==> src/rtl/i2c_loop_design.sv <==
// I2C loopback: bit-level master and a 128x8 register slave sharing an internal open-drain bus.
// Optional bus observation ports scl_o/sda_o are enabled by defining I2C_BUS_OBS_EN.
module i2c_loop_design #(
  parameter int CLK_DIV = 4
) (
  input  logic       clk,
  input  logic       rst,
  input  logic       newd,
  input  logic       wr,
  input  logic [7:0] wdata,
  input  logic [6:0] addr,
  output logic [7:0] rdata,
  output logic       done
`ifdef I2C_BUS_OBS_EN
  ,
  output logic       scl_o,
  output logic       sda_o
`endif
);

  localparam int CW = (CLK_DIV > 2) ? $clog2(CLK_DIV) : 1;

  typedef enum logic [3:0] {
    M_IDLE, M_START, M_ADDR, M_ADDR_ACK, M_WDATA,
    M_WACK, M_RDATA, M_MNACK, M_STOP, M_DONE
  } m_state_e;

  typedef enum logic [2:0] {
    S_IDLE, S_ADDR, S_ADDR_ACK, S_WDATA, S_WACK, S_RDATA, S_WAIT
  } s_state_e;

  // Master state
  m_state_e        m_state_q, m_state_d;
  logic [CW-1:0]   cdiv_q, cdiv_d;
  logic [1:0]      qtr_q, qtr_d;
  logic [2:0]      bcnt_q, bcnt_d;
  logic            wr_q, wr_d;
  logic [7:0]      wdata_q, wdata_d;
  logic [7:0]      tx_sh_q, tx_sh_d;
  logic [7:0]      rx_sh_q, rx_sh_d;
  logic [7:0]      rdata_q, rdata_d;
  logic            done_q, done_d;
  logic            scl_q, scl_d;
  logic            m_drv_q, m_drv_d;
  logic            newd_prev_q;

  // Slave state
  s_state_e        s_state_q, s_state_d;
  logic [3:0]      s_cnt_q, s_cnt_d;
  logic [7:0]      s_sh_q, s_sh_d;
  logic [6:0]      s_addr_q, s_addr_d;
  logic            s_rw_q, s_rw_d;
  logic            s_drv_q, s_drv_d;
  logic            s_scl_prev_q, s_sda_prev_q;
  logic [7:0]      mem_q [128];
  logic            mem_we;
  logic [7:0]      mem_wdata;

  // Resolved open-drain bus: a drive-enable pulls the line low.
  logic sda_bus;
  assign sda_bus = ~(m_drv_q | s_drv_q);

  logic tick, bit_end, scl_hi_qtr;
  assign tick       = (cdiv_q == CW'(CLK_DIV - 1));
  assign bit_end    = tick && (qtr_q == 2'd3);
  assign scl_hi_qtr = (qtr_q == 2'd1) || (qtr_q == 2'd2);

  always_comb begin
    m_state_d = m_state_q;
    cdiv_d    = cdiv_q;
    qtr_d     = qtr_q;
    bcnt_d    = bcnt_q;
    wr_d      = wr_q;
    wdata_d   = wdata_q;
    tx_sh_d   = tx_sh_q;
    rx_sh_d   = rx_sh_q;
    rdata_d   = rdata_q;
    done_d    = 1'b0;
    scl_d     = 1'b1;
    m_drv_d   = 1'b0;

    case (m_state_q)
      M_IDLE: begin
        if (newd && !newd_prev_q) begin
          m_state_d = M_START;
          cdiv_d    = '0;
          qtr_d     = 2'd0;
          bcnt_d    = 3'd0;
          wr_d      = wr;
          wdata_d   = wdata;
          tx_sh_d   = {addr, ~wr};
        end
      end
      M_DONE: begin
        done_d    = 1'b1;
        m_state_d = M_IDLE;
        if (!wr_q) rdata_d = rx_sh_q;
      end
      default: begin
        cdiv_d = tick ? '0 : cdiv_q + 1'b1;
        if (tick) qtr_d = qtr_q + 2'd1;
        // Slave data is sampled mid-high, at the q1/q2 boundary.
        if (m_state_q == M_RDATA && tick && qtr_q == 2'd1)
          rx_sh_d = {rx_sh_q[6:0], sda_bus};
        if (bit_end) begin
          case (m_state_q)
            M_START: m_state_d = M_ADDR;
            M_ADDR: begin
              if (bcnt_q == 3'd7) begin
                m_state_d = M_ADDR_ACK;
                bcnt_d    = 3'd0;
              end else begin
                bcnt_d  = bcnt_q + 3'd1;
                tx_sh_d = {tx_sh_q[6:0], 1'b0};
              end
            end
            M_ADDR_ACK: begin
              bcnt_d = 3'd0;
              if (wr_q) begin
                m_state_d = M_WDATA;
                tx_sh_d   = wdata_q;
              end else begin
                m_state_d = M_RDATA;
              end
            end
            M_WDATA: begin
              if (bcnt_q == 3'd7) begin
                m_state_d = M_WACK;
                bcnt_d    = 3'd0;
              end else begin
                bcnt_d  = bcnt_q + 3'd1;
                tx_sh_d = {tx_sh_q[6:0], 1'b0};
              end
            end
            M_WACK:  m_state_d = M_STOP;
            M_RDATA: begin
              if (bcnt_q == 3'd7) begin
                m_state_d = M_MNACK;
                bcnt_d    = 3'd0;
              end else begin
                bcnt_d = bcnt_q + 3'd1;
              end
            end
            M_MNACK: m_state_d = M_STOP;
            M_STOP:  m_state_d = M_DONE;
            default: ;
          endcase
        end
      end
    endcase

    // Bus levels follow the current state/quarter, registered one clk later.
    case (m_state_q)
      M_START: begin
        scl_d   = (qtr_q != 2'd3);
        m_drv_d = (qtr_q != 2'd0);
      end
      M_STOP: begin
        scl_d   = (qtr_q != 2'd0);
        m_drv_d = (qtr_q < 2'd2);
      end
      M_ADDR, M_WDATA: begin
        scl_d   = scl_hi_qtr;
        m_drv_d = ~tx_sh_q[7];
      end
      M_ADDR_ACK, M_WACK, M_RDATA, M_MNACK: scl_d = scl_hi_qtr;
      default: ;
    endcase
  end

  always_ff @(posedge clk or negedge rst) begin
    if (!rst) begin
      m_state_q   <= M_IDLE;
      cdiv_q      <= '0;
      qtr_q       <= 2'd0;
      bcnt_q      <= 3'd0;
      wr_q        <= 1'b0;
      wdata_q     <= 8'h00;
      tx_sh_q     <= 8'h00;
      rx_sh_q     <= 8'h00;
      rdata_q     <= 8'h00;
      done_q      <= 1'b0;
      scl_q       <= 1'b1;
      m_drv_q     <= 1'b0;
      newd_prev_q <= 1'b0;
    end else begin
      m_state_q   <= m_state_d;
      cdiv_q      <= cdiv_d;
      qtr_q       <= qtr_d;
      bcnt_q      <= bcnt_d;
      wr_q        <= wr_d;
      wdata_q     <= wdata_d;
      tx_sh_q     <= tx_sh_d;
      rx_sh_q     <= rx_sh_d;
      rdata_q     <= rdata_d;
      done_q      <= done_d;
      scl_q       <= scl_d;
      m_drv_q     <= m_drv_d;
      newd_prev_q <= newd;
    end
  end

  // Slave: samples on SCL rise, changes SDA right after SCL fall.
  logic       scl_rise, scl_fall, start_det, stop_det;
  logic [7:0] shifted, rd_byte;
  assign scl_rise  = scl_q & ~s_scl_prev_q;
  assign scl_fall  = ~scl_q & s_scl_prev_q;
  assign start_det = scl_q & s_scl_prev_q & s_sda_prev_q & ~sda_bus;
  assign stop_det  = scl_q & s_scl_prev_q & ~s_sda_prev_q & sda_bus;
  assign shifted   = {s_sh_q[6:0], sda_bus};
  assign rd_byte   = mem_q[s_addr_q];

  always_comb begin
    s_state_d = s_state_q;
    s_cnt_d   = s_cnt_q;
    s_sh_d    = s_sh_q;
    s_addr_d  = s_addr_q;
    s_rw_d    = s_rw_q;
    s_drv_d   = s_drv_q;
    mem_we    = 1'b0;
    mem_wdata = shifted;

    if (stop_det) begin
      s_state_d = S_IDLE;
      s_drv_d   = 1'b0;
    end else if (start_det) begin
      s_state_d = S_ADDR;
      s_cnt_d   = 4'd0;
      s_drv_d   = 1'b0;
    end else begin
      case (s_state_q)
        S_ADDR: begin
          if (scl_rise) begin
            s_sh_d  = shifted;
            s_cnt_d = s_cnt_q + 4'd1;
            if (s_cnt_q == 4'd7) begin
              s_addr_d = shifted[7:1];
              s_rw_d   = shifted[0];
            end
          end else if (scl_fall && s_cnt_q == 4'd8) begin
            s_drv_d   = 1'b1;
            s_state_d = S_ADDR_ACK;
          end
        end
        S_ADDR_ACK: begin
          if (scl_fall) begin
            s_cnt_d = 4'd0;
            if (s_rw_q) begin
              s_sh_d    = rd_byte;
              s_drv_d   = ~rd_byte[7];
              s_state_d = S_RDATA;
            end else begin
              s_drv_d   = 1'b0;
              s_state_d = S_WDATA;
            end
          end
        end
        S_WDATA: begin
          if (scl_rise) begin
            s_sh_d  = shifted;
            s_cnt_d = s_cnt_q + 4'd1;
            if (s_cnt_q == 4'd7) mem_we = 1'b1;
          end else if (scl_fall && s_cnt_q == 4'd8) begin
            s_drv_d   = 1'b1;
            s_state_d = S_WACK;
          end
        end
        S_WACK: begin
          if (scl_fall) begin
            s_drv_d   = 1'b0;
            s_state_d = S_WAIT;
          end
        end
        S_RDATA: begin
          if (scl_fall) begin
            if (s_cnt_q == 4'd7) begin
              s_drv_d   = 1'b0;
              s_state_d = S_WAIT;
            end else begin
              s_sh_d  = {s_sh_q[6:0], 1'b0};
              s_drv_d = ~s_sh_q[6];
              s_cnt_d = s_cnt_q + 4'd1;
            end
          end
        end
        default: ;
      endcase
    end
  end

  always_ff @(posedge clk or negedge rst) begin
    if (!rst) begin
      s_state_q    <= S_IDLE;
      s_cnt_q      <= 4'd0;
      s_sh_q       <= 8'h00;
      s_addr_q     <= 7'h00;
      s_rw_q       <= 1'b0;
      s_drv_q      <= 1'b0;
      s_scl_prev_q <= 1'b1;
      s_sda_prev_q <= 1'b1;
      for (int i = 0; i < 128; i++) mem_q[i] <= 8'h00;
    end else begin
      s_state_q    <= s_state_d;
      s_cnt_q      <= s_cnt_d;
      s_sh_q       <= s_sh_d;
      s_addr_q     <= s_addr_d;
      s_rw_q       <= s_rw_d;
      s_drv_q      <= s_drv_d;
      s_scl_prev_q <= scl_q;
      s_sda_prev_q <= sda_bus;
      if (mem_we) mem_q[s_addr_q] <= mem_wdata;
    end
  end

  assign rdata = rdata_q;
  assign done  = done_q;
`ifdef I2C_BUS_OBS_EN
  assign scl_o = scl_q;
  assign sda_o = sda_bus;
`endif

endmodule

==> config.mk <==
export PLATFORM = sky130hd
export DESIGN_NAME = i2c_loop_design
export DESIGN_NICKNAME = d
export VERILOG_FILES = /design/src/rtl/i2c_loop_design.sv
export SDC_FILE = /design/constraint.sdc
export NUM_CORES = 2
export LEC_CHECK = 0
export CORE_MARGIN = 4
export CORE_UTILIZATION = 25
export CTS_BUF_LIST = sky130_fd_sc_hd__clkbuf_2
export CTS_CLUSTER_DIAMETER = 120
export DETAILED_ROUTE_END_ITERATION = 6
export SYNTH_ARGS = -nofsm -noshare
export SYNTH_HDL_FRONTEND = slang
export SYNTH_SLANG_ARGS = --single-unit
==> constraint.sdc <==
create_clock -name clk -period 7.4 [get_ports clk]
set_clock_uncertainty 0.15 [all_clocks]
set_input_delay 1.48 -clock clk [delete_from_list [all_inputs] [get_ports clk]]
set_output_delay 1.48 -clock clk [all_outputs]
set_load 0.02 [all_outputs]
Word-level counts from Yosys, hierarchy flattened
Cells that the tools add are included.
- add/sub/neg operators: 4
- magnitude comparators: 3
- equal/unequal tests: 47
- mux-type cells: 72
- bitwise logic cells: 22
- reduce and logical (&&, ||, !) cells: 39
- operators with widths (cell ; count):
    $bwmux W1024 ; 1
    $bmux W8 S7 ; 1
    $demux W8 S7 ; 1
    $mux W8 ; 7
    $mux W3 ; 14
    $mux W4 ; 10
    $mux W7 ; 5
    $ne A4 B4 Y1 const B ; 8
    $pmux W8 S2 ; 2
    $pmux W4 S7 ; 1
    $reduce_and A6 Y1 ; 4
    $pmux W7 S3 ; 1
    $eq A4 B3 Y1 const B ; 5
    $mux W1 ; 15
    $pmux W3 S5 ; 1
    $not A1 Y1 ; 13
    $eq A4 B4 Y1 const B ; 3
    $ne A2 B2 Y1 const B ; 6
    $ne A4 B2 Y1 const B ; 3
    $pmux W3 S2 ; 2
    $pmux W4 S3 ; 1
    $reduce_bool A3 Y1 ; 4
    $eq A3 B3 Y1 const B ; 3
    $ne A3 B3 Y1 const B ; 3
    42 further kinds ; 73
- bits in registers: 1097
- bits of input ports: 19
- output and inout port bits: 9
- logic and storage cells: 336

Depth between registers and ports, before layout
- word-level depth: 10
- depth in mapped cells: 11
- gate-level depth less buffers: 9

Worst setup path before layout
No wires, ideal clock.
- kind: input to register
- start point: input port newd
- end point: register tx_sh_q[0]
- setup time: 0.125 ns
- data arrival time: 2.625 ns
- required time: 7.125 ns
- path slack: 4.500 ns
- cell stages on the path: 4
- buffers on the path: 0
- cells stage by stage: nor2b_1 > mux2i_1 > nor3_2 > mux2_2
- cells in the longest elaborated chain, start to end: 3
- RTL lines (item ; RTL line ; RTL):
    start: declaration ; 8 ; input logic newd,
    $logic_and A1 B1 Y1 ; 84 ; if (newd && !newd_prev_q) begin
    $ne A2 B2 Y1 (no line) ; -- ;
    $reduce_and A6 Y1 (no line) ; -- ;
    end signal: assignment ; 193 ; tx_sh_q <= tx_sh_d;
    end: declaration ; 39 ; logic [7:0] tx_sh_q, tx_sh_d;
No other way between the ends.
A chain may end at the register's enable or synchronous reset.

Worst setup path in the final report
- start point: register s_addr_q[3]
- end point: register s_sh_q[4]
- cells in the longest elaborated chain, start to end: 7
- RTL lines (item ; RTL line ; RTL):
    start: declaration ; 51 ; logic [6:0] s_addr_q, s_addr_d;
    start signal: assignment ; 306 ; s_addr_q <= s_addr_d;
    $not A7 Y8 (not written as such) ; 211 ; assign rd_byte = mem_q[s_addr_q];
    $bmux W8 S7 ; 211 ;
    $mux W8 (not written as such) (2 in a row) ; 211 ;
    $mux W7 ; 248 ; if (s_rw_q) begin
    $mux W7 ; 246 ; if (scl_fall) begin
    $pmux W7 S3 ; 231 ; case (s_state_q)
    end signal: assignment ; 305 ; s_sh_q <= s_sh_d;
    end: declaration ; 50 ; logic [7:0] s_sh_q, s_sh_d;
No other way between the ends. The select of a mux whose other input is x is not followed.

==> metrics list <==
- Final wirelength: 165,000 um
- TritonCTS built the clock tree.
* Run status: finished clean
- Once the floorplan was initialized, standard cells occupied 25.1% of the core.
- Final critical path time including I/O delays and setup: approximately 4.7 ns
- Entering global routing, the biggest net connects 177 pins.
- Post-Synthesis Net Count: 3,800
* Total GRT Usage: between 10% and 20%
- Setup crit start kind: flop
- DRC violation total after the first TritonRoute iteration: around 3,200
* Maximum vdd ir drop: between 0.2 and 0.3 mV
- Fraction of synthesized area in multiplexers: between 20% and 30%
* CP arrival: between 6 and 7 ns
- In this run the core area contains 166 standard-cell rows.
- Synthesized instance count: ~3,800
- Along the worst path, the maximum fanout reaches 35.
- Summed over all cells, the static leakage comes to about 27 nW.
- Synthesized area: 51,500 um2
* Vias: 35,000
* Ratio of cells with drive above 1 in the final layout: approximately 45%
* Die area: roughly 210,000 um2
- Final Cycle Share: a little under two thirds
- Synthesis inferred about 1,100 register bits.
* Placed cell count: 6,271
- Post-route total power: 12.1 mW
- Xor/xnor cell area share of the yosys netlist: 0%
- Number of buffers inserted during clock tree synthesis: about 310
- Insertion delay of the later-clocked pin in the worst-skew pair: approximately 1.6 ns
- Top-level I/O count: 28
* TritonRoute pass-1 iters: 6
* Longest Clk Path Bufs: 4
- After synthesis, the largest family of logic cells by area is multiplexers.
- Once detail routing completed, the nets flagged for antenna violations numbered 0.
* Number of global-route vias before repair: roughly 36,000
- Number of flops mapped to enable cells by yosys: 0
* Total number of H-tree levels: 5
- At the pin with the least slew margin, the transition time is around 1.3 ns.
* Commonest cells after routing, fill and taps aside: sky130_fd_sc_hd__dfrtp_1 (1,082), sky130_fd_sc_hd__mux2_2 (999), sky130_fd_sc_hd__clkbuf_2 (445)
* Final Max Tran Viols: 0
* CTS root buffer: sky130_fd_sc_hd__clkbuf_2
- For the final routed database, the setup TNS stands at 0 ns.
- Die height: between 400 and 500 um
* Post-route non-filler standard cell count: 6,780
- HPWL Detailed: between 90,000 and 100,000 um
- DRC violation count after routing: 0
- The initial antenna violation count is 2.
- MaxCap Viol Count: 0
- Synthesized area per cell: ~14 um2
* Worst slew slack as a fraction of its limit: around 14%
- Die X: ~460 um
* Power Dens Cells: about 210 nW/um2
- For the worst setup path, the data required time is roughly 8.8 ns.
* Synthesized-area fraction occupied by adder cells: 0.195%
- The critical path in this run is classified as reg -> reg.
- During synthesis, Yosys emitted a total of 0 warnings.
- Clock-pin slew was measured on the worst setup and hold paths at about 0.12 ns.
- STA classifies the critical path endpoint as a flop.
- Sequential cells were found to cover 53.4% of the synthesized design area.
- After detailed routing, the number of vias per cell comes to between 5 and 6.
- Final GP Congestion: approximately 0.87
* Setup violations, final: 0
* Buffers on Ports: 27
- Simple-gate share of the synthesized area: between 6 and 7%
- Summing the areas of all compound-gate instances in the mapped netlist gives 9.22% of the synthesized area.
- The library cell used most frequently in the layout, excluding fill and tap cells, is sky130_fd_sc_hd__dfrtp_1.
* Placeable Area: a little over 200,000 um2
- The filler cells instantiated in the layout total roughly 21,000.
* Async S/R FF share, synth: 100%
- Area growth from synthesis to layout: 10.9%
* RSZ-0062 raised after global routing: false
* Global-route wire length before repair: approximately 240,000 um
- The hold violation total from the final report was 0.
* Gr ovfl total: 0
* Clock sink count: between 1,000 and 1,500
* Number of distinct library cells after synthesis: between 80 and 90
- In the final design database the tool counted 3,928 nets.
- After detailed routing, the average wire length per cell comes to 24.3 um.
* Peak clock frequency supported by timing: 212 MHz
* Class of the most critical hold timing path: reg -> reg
- Most common flop cell mapped by yosys: sky130_fd_sc_hd__dfrtp_1
-- logic make-up (layout without fill, tap and decap cells) --
logic type,Yosys count,after routing
other cells,0,4
compound gates,634,634
fa+ha+maj,8,8
mux,1217,1217
buf+inv,316,631
flops,1097,1097
simple gates,501,501
-- cell type report --
cell class | count | area [um2] | share of cell area (%)
multi-input cells | 2360 | 22600 | 39.5
inverters | 19 | 75.1 | 0.132
clock inverters | 58 | 251 | 0.441
well taps | 2688 | 3360 | 5.89
repair buffers | 109 | 1080 | 1.90
flip-flops and latches | 1097 | 27500 | 48.2
diodes | 4 | 10.0 | 0.0175
clock buffers | 445 | 2230 | 3.90
-- synthesized netlist by cell type, drive strengths merged (13+ instances only) --
cell       n  share of area, %
a21oi     60              0.58
a221o     20              0.39
a221oi   211               3.6
a22o      13              0.22
a22oi     36              0.53
a31oi     13              0.16
a32oi     15              0.26
buf      125               1.5
clkbuf   172               1.3
dfrtp   1094                53
inv       19              0.14
mux2    1087                24
mux2i     75               1.5
mux4      55               2.4
nand2    156               1.5
nand2b    13              0.16
nand3     19              0.28
nor2     226               3.1
nor2b     17              0.21
nor3      14              0.15
o211ai    14              0.20
o21ai    122               1.2
o22ai     19              0.23
-- sequential cells by signal, summed over array words and instances (netlist names) --
register and flops:
mem_q 1024, rdata 8, rx_sh_q 8, tx_sh_q 8
wdata_q 8, s_addr_q 7, s_sh_q 7, m_state_q 4
s_cnt_q 4, bcnt_q 3, s_state_q 3, cdiv_q 2
qtr_q 2, done 1, m_drv_q 1, newd_prev_q 1
s_drv_q 1, s_rw_q 1, s_scl_prev_q 1, s_sda_prev_q 1
scl_q 1, wr_q 1
-- timing repair --
| action | in CTS | in global routing |
|---|---|---|
| hold endpoints to repair | 101 | 0 |
| setup buffers | 0 | 0 |
| hold buffers | 2 | 0 |
| resized for setup | 0 | 0 |
-- per-stage QoR --
step,setup slack (ns),instance area (um2),hold WS (ns),util [%]
after floorplan,4.50,51500,0.204,-
after global placement,3.00,54600,0.265,26.7
after detailed placement,2.99,54600,0.267,26.7
after CTS,2.95,57100,0.118,27.9
after global routing,2.81,57100,0.182,27.9
final,2.69,57100,0.337,27.9
-- final timing paths --
check	cells past startpoint	to	start	slack [ns]
setup / recovery	7	s_sh_q[4]$_DFFE_PN0P_	s_addr_q[3]$_DFFE_PN0P_	2.69
hold / removal	0	s_scl_prev_q$_DFF_PN1_	scl_q$_DFF_PN1_	0.34
setup reg to reg	7	s_sh_q[4]$_DFFE_PN0P_	s_addr_q[3]$_DFFE_PN0P_	2.69
hold reg to reg	0	s_scl_prev_q$_DFF_PN1_	scl_q$_DFF_PN1_	0.34
max in group asynchronous	3	mem_q[478]$_DFFE_PN0P_	rst	4.92
min in group asynchronous	2	mem_q[582]$_DFFE_PN0P_	rst	0.47
-- layer usage --
layer | part of all wire, % | vias up | GRT usage (%)
met4 | 4.4 | 0 | 6.68
met1 | 43 | 18500 | 20.3
met2 | 45 | 1520 | 23.2
met5 | 0 | - | 0
met3 | 7.9 | 399 | 3.90
li1 | - | 14500 | -
-- report_power, final --
part / switching (mW) / internal (mW)
Clock: 2.58 / 1.62
Combinational: 1.11 / 0.294
Sequential: 0.401 / 6.11
-- worst max-delay path, cell delays in order (launching register included) --
cell	delay, ns
sky130_fd_sc_hd__dfrtp_2	0.98
sky130_fd_sc_hd__and2_1	0.85
sky130_fd_sc_hd__nand2_1	0.65
sky130_fd_sc_hd__a211oi_1	1.15
sky130_fd_sc_hd__a21oi_1	0.07
sky130_fd_sc_hd__o2111ai_1	0.41
sky130_fd_sc_hd__nor4_1	0.17
sky130_fd_sc_hd__a31oi_1	0.17
No activity file was read; power rests on OpenSTA's default activity.
